`config.mk`:
```
export PLATFORM = sky130hd
export DESIGN_NAME = sync_dr_src
export DESIGN_NICKNAME = d
export VERILOG_FILES = /design/src/rtl/dr_pkg.sv /design/src/rtl/ack_sync.sv /design/src/rtl/sync_dr_src.sv
export SDC_FILE = /design/constraint.sdc
export NUM_CORES = 1
export LEC_CHECK = 0
export CAP_MARGIN = 20
export CORE_ASPECT_RATIO = 1.25
export CORE_MARGIN = 5
export CORE_UTILIZATION = 38
export DETAILED_ROUTE_END_ITERATION = 7
export GPL_TIMING_DRIVEN = 0
export PLACE_DENSITY = 0.7
export SLEW_MARGIN = 20
export SYNTH_ARGS = -nofsm -noshare
export SYNTH_HDL_FRONTEND = slang
export SYNTH_SLANG_ARGS = --single-unit
```
`constraint.sdc`:
```
create_clock -name clk -period 1.31 [get_ports clk]
set_clock_uncertainty 0.05 [all_clocks]
set_input_delay 0.3275 -clock clk [delete_from_list [all_inputs] [get_ports clk]]
set_output_delay 0.3275 -clock clk [all_outputs]
set_load 0.02 [all_outputs]
```
`src/rtl/dr_pkg.sv`:
```
// Shared dual-rail definitions for the clocked-to-dual-rail injector and
// its consumer-side counterpart.
//   RAIL_NUM       rails per data bit (rail1 = logic 1, rail0 = logic 0)
//   ENC_FP/ENC_TP  encoding selector strings (four-phase / two-phase)
//   fp_state_t     four-phase sequencer states
//   tp_state_t     two-phase sequencer states
//   dr_enc()       single-rail bit -> one-hot rail pair
package dr_pkg;

  localparam int    RAIL_NUM = 2;
  localparam string ENC_FP   = "FP";
  localparam string ENC_TP   = "TP";

  typedef enum logic [1:0] {
    FP_IDLE,
    FP_DATA,
    FP_NULL
  } fp_state_t;

  typedef enum logic {
    TP_IDLE,
    TP_WAIT
  } tp_state_t;

  function automatic logic [RAIL_NUM-1:0] dr_enc(input logic b);
    return b ? 2'b10 : 2'b01;
  endfunction

endpackage

```
`src/rtl/ack_sync.sv`:
```
// Flop-chain synchroniser for an asynchronous completion/ack level.
//   clk     sampling clock
//   rst_n   asynchronous active-low reset, chain clears to 0
//   d       asynchronous input
//   q       synchronised level (after STAGES flops)
//   q_next  value q takes on the next edge; lets a caller register
//           decisions that must line up exactly with q
module ack_sync #(
  parameter int STAGES = 2
) (
  input  logic clk,
  input  logic rst_n,
  input  logic d,
  output logic q,
  output logic q_next
);

  logic [STAGES-1:0] chain;

  always_ff @(posedge clk or negedge rst_n) begin
    if (!rst_n) begin
      chain <= '0;
    end else begin
      chain <= {chain[STAGES-2:0], d};
    end
  end

  assign q      = chain[STAGES-1];
  assign q_next = chain[STAGES-2];

endmodule

```
`src/rtl/sync_dr_src.sv`:
```
// Clocked-to-dual-rail injector feeding a mem_reg stage.
// Takes single-rail words on a valid/ready interface, encodes each as a
// dual-rail token (four-phase return-to-null or two-phase transition) and
// retires it against the synchronised downstream ack.
//   clk       block clock
//   rst_n     asynchronous active-low reset
//   in_valid  word available
//   in_ready  block accepts a word this cycle (registered)
//   in_data   single-rail word
//   ack_i     downstream completion, asynchronous to clk
//   out       dual-rail token, out[b] = {rail1, rail0} (registered)
// Build option: SYNC_DR_SRC_SKID_EN adds a one-entry holding register so a
// word can be accepted while a token is in flight.
//
// state   | meaning
// FP_IDLE | rails at NULL, ready for a word once ack has returned low
// FP_DATA | data token on the rails, waiting for ack high
// FP_NULL | NULL spacer on the rails, waiting for ack low
// TP_IDLE | rails hold last token, ready for a word
// TP_WAIT | token launched, waiting for ack to change level
module sync_dr_src
  import dr_pkg::*;
#(
  parameter string ENC         = "FP",
  parameter int    WIDTH       = 8,
  parameter int    SYNC_STAGES = 2
) (
  input  logic                             clk,
  input  logic                             rst_n,
  input  logic                             in_valid,
  output logic                             in_ready,
  input  logic [WIDTH-1:0]                 in_data,
  input  logic                             ack_i,
  output logic [WIDTH-1:0][RAIL_NUM-1:0]   out
);

  localparam bit IS_FP = (ENC == ENC_FP);
  localparam bit IS_TP = (ENC == ENC_TP);

  logic ack_s;
  logic ack_s_nxt;
  logic fire;
  logic launch;
  logic can_launch;
  logic idle_nxt;
  logic [WIDTH-1:0]               launch_data;
  logic [WIDTH-1:0][RAIL_NUM-1:0] enc_word;

  ack_sync #(.STAGES(SYNC_STAGES)) u_ack_sync (
    .clk    (clk),
    .rst_n  (rst_n),
    .d      (ack_i),
    .q      (ack_s),
    .q_next (ack_s_nxt)
  );

  assign fire = in_valid & in_ready;

`ifdef SYNC_DR_SRC_SKID_EN
  logic             skid_full;
  logic             skid_full_nxt;
  logic             store;
  logic [WIDTH-1:0] skid_data;

  // The held word always goes first; a direct launch only happens when the
  // slot is empty, which keeps ordering strictly FIFO.
  assign launch        = can_launch & (skid_full | fire);
  assign launch_data   = skid_full ? skid_data : in_data;
  assign store         = fire & ~(launch & ~skid_full);
  assign skid_full_nxt = (skid_full & ~launch) | store;

  always_ff @(posedge clk or negedge rst_n) begin
    if (!rst_n) begin
      skid_full <= 1'b0;
      skid_data <= '0;
    end else begin
      skid_full <= skid_full_nxt;
      if (store) begin
        skid_data <= in_data;
      end
    end
  end
`else
  assign launch      = fire & can_launch;
  assign launch_data = in_data;
`endif

  always_comb begin
    enc_word = '0;
    for (int b = 0; b < WIDTH; b++) begin
      enc_word[b] = dr_enc(launch_data[b]);
    end
  end

  // in_ready is registered from next-cycle state; using the synchroniser's
  // next value makes it track !ack_s in FP_IDLE cycle-exactly.
  always_ff @(posedge clk or negedge rst_n) begin
    if (!rst_n) begin
      in_ready <= 1'b0;
    end else begin
`ifdef SYNC_DR_SRC_SKID_EN
      in_ready <= ~skid_full_nxt;
`else
      in_ready <= idle_nxt & ~(IS_FP & ack_s_nxt);
`endif
    end
  end

  if (SYNC_STAGES < 2) begin : g_bad_sync
    $error("sync_dr_src: SYNC_STAGES must be at least 2");
  end

  if (IS_FP) begin : g_fp
    fp_state_t state;

    assign can_launch = (state == FP_IDLE) & ~ack_s;
    assign idle_nxt   = ((state == FP_IDLE) & ~launch) |
                        ((state == FP_NULL) & ~ack_s);

    always_ff @(posedge clk or negedge rst_n) begin
      if (!rst_n) begin
        state <= FP_IDLE;
        out   <= '0;
      end else begin
        case (state)
          FP_IDLE: begin
            if (launch) begin
              out   <= enc_word;
              state <= FP_DATA;
            end
          end
          FP_DATA: begin
            if (ack_s) begin
              out   <= '0;
              state <= FP_NULL;
            end
          end
          FP_NULL: begin
            if (!ack_s) begin
              state <= FP_IDLE;
            end
          end
          default: begin
            out   <= '0;
            state <= FP_IDLE;
          end
        endcase
      end
    end
  end else if (IS_TP) begin : g_tp
    tp_state_t state;
    logic      ack_h;

    assign can_launch = (state == TP_IDLE);
    assign idle_nxt   = ((state == TP_IDLE) & ~launch) |
                        ((state == TP_WAIT) & (ack_s != ack_h));

    // Rails are level-holding: a token flips exactly one rail per bit.
    always_ff @(posedge clk or negedge rst_n) begin
      if (!rst_n) begin
        state <= TP_IDLE;
        ack_h <= 1'b0;
        out   <= '0;
      end else begin
        case (state)
          TP_IDLE: begin
            if (launch) begin
              out   <= out ^ enc_word;
              state <= TP_WAIT;
            end
          end
          TP_WAIT: begin
            if (ack_s != ack_h) begin
              ack_h <= ack_s;
              state <= TP_IDLE;
            end
          end
          default: begin
            state <= TP_IDLE;
          end
        endcase
      end
    end
  end else begin : g_bad_enc
    $error("sync_dr_src: ENC must be FP or TP");
  end

endmodule
```
==> flow_summary.yaml <==
layout:
  num-fill-cells: 185
  fin_nets: 111
  regArea_um2: 527
  layout-drive-gt1-share_pct: 33.7
  final_util_pct: 56.1
  area_growth_pct: 38.2
  multi_input_area_um2: 297
  diodes: 0
routing:
  ant_nets: 0
  finalWirelength_um: 1860
  dr.pass1.iters: 4
  via_per_inst: 5.54
  drc_errors: 0
  drt_iter0_markers: 7
  avgRoutedWirePerCell_um: 15.7
  vias: 654
critical_path:
  slowest_stage: "dfrtp_1"
  worst_setup_path_start_kind: "flip-flop"
  path_cells: "and4bb_4 -> o21ai_2 -> a22o_1"
  cp_max_fo: 6
  critPathBufInv: 0
  critPathRequiredTime_ps: 1460
  crit_type: "reg2reg"
  crit_family: "flip-flops"
  end_kind: "flip-flop"
  cpPeakStageDelay_ps: 440
  cp_data_arrival_time_ps: 1490
global_routing:
  grt_max_degree: 22
  antenna_found_initial: 0
  grt_pass1_wl_um: 2950
  grt_usage_pct: 12.8
  grt_overflow: 0
  grt_pass1_vias: 649
sta:
  min_period_ps: 1340
  whs_ps: 89.5
  layout_setup_ws_ps: -28.6
  rsz0062_at_grt: "true"
  timing.fmax_ghz: 0.747
  slew_headroom_pct: 38.8
  fin_crit_sh_pct: 102
  worst_slew_pin_slew_ps: 917
  slew_violations: 0
  setup_viol: 3
  fin_tns_setup_ps: -58.2
  final_hold_viol_count: 0
logic_synthesis:
  ys_async_sr_fraction_pct: 100
  synth-edff-count: 0
  synth.distinct_cells: 17
  synth_area_leaders: "dfrtp_1 65%, a22o_1 7.5%, o211ai_1 6.5%, o21ai_1 4.9%, inv_1 2.8%"
  synth_largest_area_cell: "dfrtp_1"
  yosysWarnings: 0
  yosysMostFrequentCell: "dfrtp_1"
  syn_area_um2: 813
  syn_area_per_cell_um2: 12.7
  yosys.area.top_type_share_pct: 64.6
  synthTopCellsByCount: "21 x dfrtp_1, 8 x o21ai_1, 7 x a22o_1, 7 x o211ai_1, 6 x inv_1"
  synth_ff_type: "dfrtp_1"
  syn_inst: 64
  synth_seq_cells: 21
  ys_seq_area_share_pct: 64.6
  syn-num-nets: 76
outcome:
  violations: "negative setup slack"
  status: "complete, but fails checks"
power_and_ir_drop:
  p_leak_nw: 0.560
  peakVddDrop_mv: 0.967
  powerDensity_nw_per_um2: 1710
job:
  max_cap_violations: 0
clocking:
  htree_levels: 1
  cts_tree: "yes"
  cts.sinks: 21
  clock_latency_ps: 300
  clk_pin_slew_ps: 110
  ctsRootBufferMaster: "clkbuf_4"
  cts_inserted_buffers: 3
  clockBufferDepth: 2
placed_design:
  dp_hpwl_um: 1310
  place_ws_ps: -494
  place.gp.congestion: 0.675
  io_buffers: 28
floorplan:
  coreArea_um2: 2000
  core.rowCount: 18
  start_util_pct: 40.6
  die-area_um2: 3170
  die_h_um: 61.7
  ios: 29
  dieWidth_um: 51.4
worst_hold_path:
  hold_class: "in2async"
## cells in the final DEF (no fill, tap or decap), types with 2 or more instances in the layout
| cell type | instances |
|---|---|
| o2bb2ai_2 | 2 |
| clkdlybuf4s50_1 | 10 |
| a22o_1 | 7 |
| inv_1 | 6 |
| dfrtp_1 | 20 |
| clkbuf_4 | 3 |
| o21ai_1 | 7 |
| o211ai_1 | 7 |
| buf_2 | 19 |
| o21ai_2 | 2 |
## worst paths after layout
check,start,to,slack [ps],depth (start not counted)
worst max-delay path,u_ack_sync.chain[1]$_DFF_PN0_,out[15]$_DFFE_PN0P_,-30,3
worst min-delay path,rst_n,out[11]$_DFFE_PN0P_,90,1
worst max register to register,u_ack_sync.chain[1]$_DFF_PN0_,out[15]$_DFFE_PN0P_,-30,3
worst min register to register,u_ack_sync.chain[0]$_DFF_PN0_,u_ack_sync.chain[1]$_DFF_PN0_,340,0
max in group asynchronous,rst_n,g_fp.state[0]$_DFFE_PN0P_,500,1
min in group clk,u_ack_sync.chain[0]$_DFF_PN0_,u_ack_sync.chain[1]$_DFF_PN0_,340,0
## flip-flops by register name (all words and copies together) (netlist names)
name              cells
out                  16
g_fp.state            2
u_ack_sync.chain      2
in_ready              1
## kinds of logic (layout without fill, tap and decap cells)
group	Yosys count	count (layout)	share of synthesized area, %
DFF	21	21	64.6
buffers and inverters	9	42	4.61
and+or+nand+nor	7	7	6.46
xor gates and xnor gates	1	1	1.08
AOI/OAI and AO/OA	26	27	23.2
## per-layer routing
| layer | track usage [%] | vias to the layer above | wire [um] |
|---|---|---|---|
| li1 | - | 306 | - |
| met1 | 16.1 | 325 | 849 |
| met2 | 20.5 | 19 | 889 |
| met3 | 1.67 | 4 | 75 |
| met4 | 8.99 | 0 | 42 |
| met5 | 0 | - | 0 |
## area by class of cell
cell class                 count  area share [%]
sequential                    21            46.9
multi-input combinational     35            26.4
timing repair buffer          29            18.3
clock buffer                   4            2.34
tap                           20            2.23
inverter                       6            2.00
buffer                         3            1.89
## stage by stage
stage | cell area (um^2) | power, W | instances
after CTS | 1090 | 0.00191 | 117
after global routing | 1120 | 0.00205 | 118
after floorplan | 813 | 0.00131 | 64
after detailed placement | 1120 | 0.00173 | 112
final | 1120 | 0.00192 | 118
after global placement | 1120 | 0.00172 | 112
## power by group
| part | switching [W] | internal (W) |
|---|---|---|
| combinational | 0.000403 | 0.000294 |
| sequential | 0.000106 | 0.000813 |
| clock | 0.000190 | 0.000119 |
## timing repair
item	CTS	global route
cloned	0	1
hold buffers	0	0
buffers inserted	1	0
pin swaps	2	7
gates resized for setup	76	5
endpoints found under the setup margin	27	38
(Power assumes the default switching activity.)
==> patch 1: new RTL, same settings <==
Set the parameter `WIDTH` to 12 (it was 8).
--- a/src/rtl/sync_dr_src.sv
+++ b/src/rtl/sync_dr_src.sv
@@ -22,7 +22,7 @@
   import dr_pkg::*;
 #(
   parameter string ENC         = "FP",
-  parameter int    WIDTH       = 8,
+  parameter int    WIDTH       = 12,
   parameter int    SYNC_STAGES = 2
 ) (
   input  logic                             clk,
Ports: changed (resized in_data and out); port bits go from 29 to 41. No check against the original RTL was run, so the function may have changed too.
==> patch 1 against the original RTL <==
  * The flow still finishes with violations (negative setup slack)
  * Highest routed layer unchanged
  * Sequential power grew 41%
  * Synthesized area grew 48%
  * Critical path depth grew 2
  * Total power grew 58%
  * Global-route usage grew 1.2 points
  * Final cell count grew 70%
  * Sequential cell count grew 8
  * Final area grew 58%
  * Via count grew 41%
  * Worst hold slack gained 0.20 ns
  * First-iteration DRC count grew 57%
  * Critical endpoint is now out[13]
  * Setup slack lost 0.084 ns
  * Routed wire length grew 55%
==> patch 1: results (changes against the original RTL) <==
status=complete, but fails checks (unchanged); failing checks=negative setup slack (unchanged); r2r startpoint=in_ready (was u_ack_sync.chain[1]); syn_area_per_cell=11.8 um^2 (was 12.7 um^2); synth cell count leaders=29 x dfrtp_1, 25 x nand2_1, 24 x mux2i_1, 13 x inv_1 (was 21 x dfrtp_1, 8 x o21ai_1, 7 x a22o_1, 7 x o211ai_1, 6 x inv_1); clock buffer depth=2 (unchanged); Fin Setup TNS=-1.46 ns (was -0.0582 ns); clk_lat worst skew=0.33 ns (was 0.30 ns); Seq/Total Area, Yosys=60.3% (was 64.6%); compound-gate portion of the synthesized area=1.77% (was 23.2%); hold depth=3; WHS=0.285 ns (was 0.0895 ns); Final Non-Filler Cells=201 (was 118); CTS Buf Count=5 (was 3); Largest regs=out (24), g_fp.state (2), u_ack_sync.chain (2) (was out (16), g_fp.state (2), u_ack_sync.chain (2)); post-route setup slack=-0.113 ns (was -0.0286 ns); Synth area leader=dfrtp_1 (unchanged); CP Max Fanout=5 (was 6); Post-synth ARST share=100% (unchanged); vias in the first global route=948 (was 649); Hold Path Sink=g_fp.state[0]; total vias in the final route=923 (was 654); Hold Path Origin=in_valid; n_diodes=0 (unchanged); largest net degree at the start of global routing=30 (was 22); post-route design area=1780 um^2 (was 1120 um^2); Rel. slew slack=57.1% (was 38.8%); placed cells=178 (was 112); # port buffers=40 (was 28); DR iter-0 viols=11 (was 7); worst reg2reg path endpoint=out[13] (was out[15]); Lkg Pwr=0.910 nW (was 0.560 nW); TritonRoute pass-1 iters=4 (unchanged); max-slew violations=0 (unchanged); post-synthesis adder-cell area fraction=0% (unchanged); Worst R2R Setup Slack=-0.11 ns (was -0.03 ns); post-DP HPWL=1840 um (was 1310 um); clock root buffer=clkbuf_4 (unchanged); share of cells above drive strength 1=36.4% (was 33.7%); dominant cells by area after synthesis=dfrtp_1 60%, mux2i_1 20%, nand2_1 7.8% (was dfrtp_1 65%, a22o_1 7.5%, o211ai_1 6.5%); syn_nets=118 (was 76); initial antenna violation count=0 (unchanged); Distinct cells, synth=13 (was 17); Fillers=252 (was 185); RePlAce Congestion=0.705 (was 0.675); WL/cell=14.3 um (was 15.7 um); total track usage=14.0% (was 12.8%); H-tree depth=2 (was 1); synth warn=0 (unchanged); first-pass GRT wire length=4490 um (was 2950 um); Placement Setup Slack=-0.705 ns (was -0.494 ns); arrival time worst endpoint=1.62 ns (was 1.49 ns); worst vdd ir=1.03 mV (was 0.967 mV); Post-DP Area=1650 um^2 (was 1120 um^2); Reg2Reg Depth=5 (was 3); # setup viols final=23 (was 3); worst hold path class=input port to flop (was input port to asynchronous set/reset pin); Worst-path clk slew=0.09 ns (was 0.11 ns); xor and xnor area share after synthesis=0.728% (was 1.08%); post-synthesis mux area share=20.0% (was 0%)
## patch 1: cell count changes in the layout (fill, tap and decap cells not counted), moves of 3 or more
| cell | unedited run | this run |
|---|---|---|
| o211ai_1 | 7 | 0 |
| buf_4 | 1 | 15 |
| buf_6 | 1 | 6 |
| o21ai_1 | 7 | 0 |
| mux2i_1 | 0 | 23 |
| nand2_1 | 1 | 24 |
| buf_2 | 19 | 22 |
| dfrtp_2 | 1 | 4 |
| dfrtp_1 | 20 | 25 |
| a22o_1 | 7 | 0 |
| clkdlybuf4s50_1 | 10 | 13 |
| inv_1 | 6 | 13 |
## patch 1: critical path: stages, from the launching register on
cell and delay, ns:
dfrtp_2 0.39, nand2_4 0.07, nor4_4 0.27, buf_4 0.20, buf_6 0.14, mux2i_2 0.21
## patch 1: area by class of cell
| type | instances | area share [%] |
|---|---|---|
| buffer | 4 | 2.82 |
| clock buffer | 7 | 3.66 |
| clock inverter | 1 | 0.282 |
| inverter | 13 | 2.75 |
| multi-input combinational | 56 | 23.6 |
| sequential | 29 | 41.1 |
| tap | 36 | 2.54 |
| timing repair buffer | 55 | 23.2 |
## patch 1: layer usage
metal,up-vias,routed length (um),share of wire (%),track usage [%]
met5,-,0,0,0
met4,0,24,0.84,4.43
met3,4,186,6.5,5.49
met2,27,1470,51,22.4
met1,439,1190,41,17.0
li1,453,-,-,-
## patch 1: timing repair
item | in CTS | in global routing
resized for setup | 109 | 14
pin swaps | 1 | 2
hold endpoints to repair | 29 | 0
hold buffers | 1 | 0
setup buffers | 7 | 7
cloned | 1 | 0
setup endpoints to repair | 49 | 33
## patch 1: power by group
| part | switching (mW) | internal [mW] |
|---|---|---|
| combinational | 0.634 | 0.489 |
| sequential | 0.151 | 1.15 |
| clock | 0.312 | 0.311 |
==> patch 2: new RTL, config.mk and constraints unchanged <==
Made on the original files. Encoding of `fp_state_t`: now one-hot (3 bits for 3 states).
--- a/src/rtl/dr_pkg.sv
+++ b/src/rtl/dr_pkg.sv
@@ -11,10 +11,10 @@
   localparam string ENC_FP   = "FP";
   localparam string ENC_TP   = "TP";
 
-  typedef enum logic [1:0] {
-    FP_IDLE,
-    FP_DATA,
-    FP_NULL
+  typedef enum logic [2:0] {
+    FP_IDLE = 3'b001,
+    FP_DATA = 3'b010,
+    FP_NULL = 3'b100
   } fp_state_t;
 
   typedef enum logic {
Check against the original RTL: same outputs for any inputs over 10 cycles, from zero or initial values and one cycle with rst_n low; not proved beyond that.
==> patch 2 against the original RTL <==
  * The run still ends with negative setup slack left
  * Clock power rose by 18%
  * Synthesized area rose by 25%
  * Setup slack got worse by 0.34 ns
  * Combinational power rose by 27%
  * Sequential cell count rose by 1
  * Final area rose by 32%
  * Final cell count rose by 42%
  * Total power rose by 14%
  * Routed wire length rose by 22%
  * Sequential share of layout area fell by 9.5 points
  * Critical path type unchanged
  * Critical endpoint is now out[12]
  * Highest routed layer unchanged
==> patch 2: results (changes against the original RTL) <==
status=complete, but fails checks (unchanged); failing checks=negative setup slack (unchanged); nets=147 (was 111); Largest regs=out (16), g_fp.state (3), u_ack_sync.chain (2) (was out (16), g_fp.state (2), u_ack_sync.chain (2)); largest net degree at the start of global routing=23 (was 22); Lkg Pwr=0.760 nW (was 0.560 nW); max incr delay on CP=0.39 ns (was 0.44 ns); post-route setup slack=-0.368 ns (was -0.0286 ns); Placement Setup Slack=-0.890 ns (was -0.494 ns); Via-to-Cell Ratio=4.64 (was 5.54); vias in the first global route=822 (was 649); # setup viols final=16 (was 3); share of cells above drive strength 1=39.6% (was 33.7%); arrival time worst endpoint=1.82 ns (was 1.49 ns); n_diodes=0 (unchanged); WHS=0.00735 ns (was 0.0895 ns); WL final=2260 um (was 1860 um); Distinct cells, synth=23 (was 17); CP Max Fanout=8 (was 6); Fillers=230 (was 185); DR iter-0 viols=6 (was 7); dominant cells by area after synthesis=dfrtp_1 52%, mux2i_1 8.9%, nor2_1 4.1% (was dfrtp_1 65%, a22o_1 7.5%, o211ai_1 6.5%); Seq/Total Area, Yosys=54.4% (was 64.6%); post-DP HPWL=1510 um (was 1310 um); first-pass GRT wire length=3800 um (was 2950 um); Least-Margin Pin Slew=0.446 ns (was 0.917 ns); worst vdd ir=0.668 mV (was 0.967 mV); total track usage=12.7% (was 12.8%); Post-DP Area=1350 um^2 (was 1120 um^2); syn_nets=99 (was 76)
==> patch 2: per-layer routing <==
| metal | up-vias | part of all wire (%) | track usage [%] |
|---|---|---|---|
| met2 | 20 | 50 | 22.5 |
| li1 | 376 | - | - |
| met5 | - | 0 | 0 |
| met4 | 0 | 0.31 | 4.45 |
| met1 | 381 | 44 | 14.8 |
| met3 | 2 | 5.8 | 3.63 |
==> patch 2: report_power, final <==
group | internal [mW] | switching (mW) | total (mW)
clock | 0.169 | 0.196 | 0.366
combinational | 0.421 | 0.464 | 0.885
sequential | 0.851 | 0.0941 | 0.946
total | 1.44 | 0.754 | 2.20
==> patch 2: cell families (layout without fill, tap and decap cells) <==
| group | after synthesis | after routing | synth area share, % |
|---|---|---|---|
| AO/OA/AOI/OAI | 4 | 4 | 4.82 |
| AND/OR/NAND/NOR | 29 | 29 | 14.8 |
| buffers and inverters | 14 | 61 | 6.54 |
| flip-flops | 22 | 22 | 54.4 |
| XOR/XNOR | 1 | 1 | 0.864 |
| multiplexers | 17 | 17 | 18.5 |
==> patch 2: what timing repair did <==
| item | in CTS | in global routing |
|---|---|---|
| setup endpoints to repair | 34 | 19 |
| pin swaps | 1 | 2 |
| resized for setup | 78 | 5 |
| endpoints found under the hold margin | 0 | 0 |
| buffers inserted | 11 | 3 |
==> patch 2: worst reg2reg max path: stages, from the launching register on <==
cell	delay, ns
dfrtp_1	0.39
buf_6	0.14
nor2b_4	0.14
a221oi_4	0.37
buf_6	0.17
mux2_4	0.30
==> patch 2: final cells by class <==
type	instances	share of cell area, %
sequential	22	37.4
buffer	4	2.37
multi-input combinational	51	29.2
tap	34	2.87
inverter	10	2.54
clock buffer	4	2.45
timing repair buffer	43	23.2
==> patch 2: per-stage QoR <==
stage          std cells  utilization (%)
6_report             168             56.3
5_1_grt              168             56.3
3_3_place_gp         149             51.3
4_1_cts              164             54.3
2_1_floorplan         87                -
3_5_place_dp         149             51.3
==> patch 2: final timing paths <==
| path | to | start | cells past startpoint |
|---|---|---|---|
| max in group asynchronous | in_ready | rst_n | 2 |
| worst min-delay path | out[1] | rst_n | 1 |
| worst max-delay path | out[12] | g_fp.state[1] | 5 |
| worst min register to register | u_ack_sync.chain[1] | u_ack_sync.chain[0] | 0 |
| worst max register to register | out[12] | g_fp.state[1] | 5 |
| min in group clk | u_ack_sync.chain[1] | u_ack_sync.chain[0] | 0 |
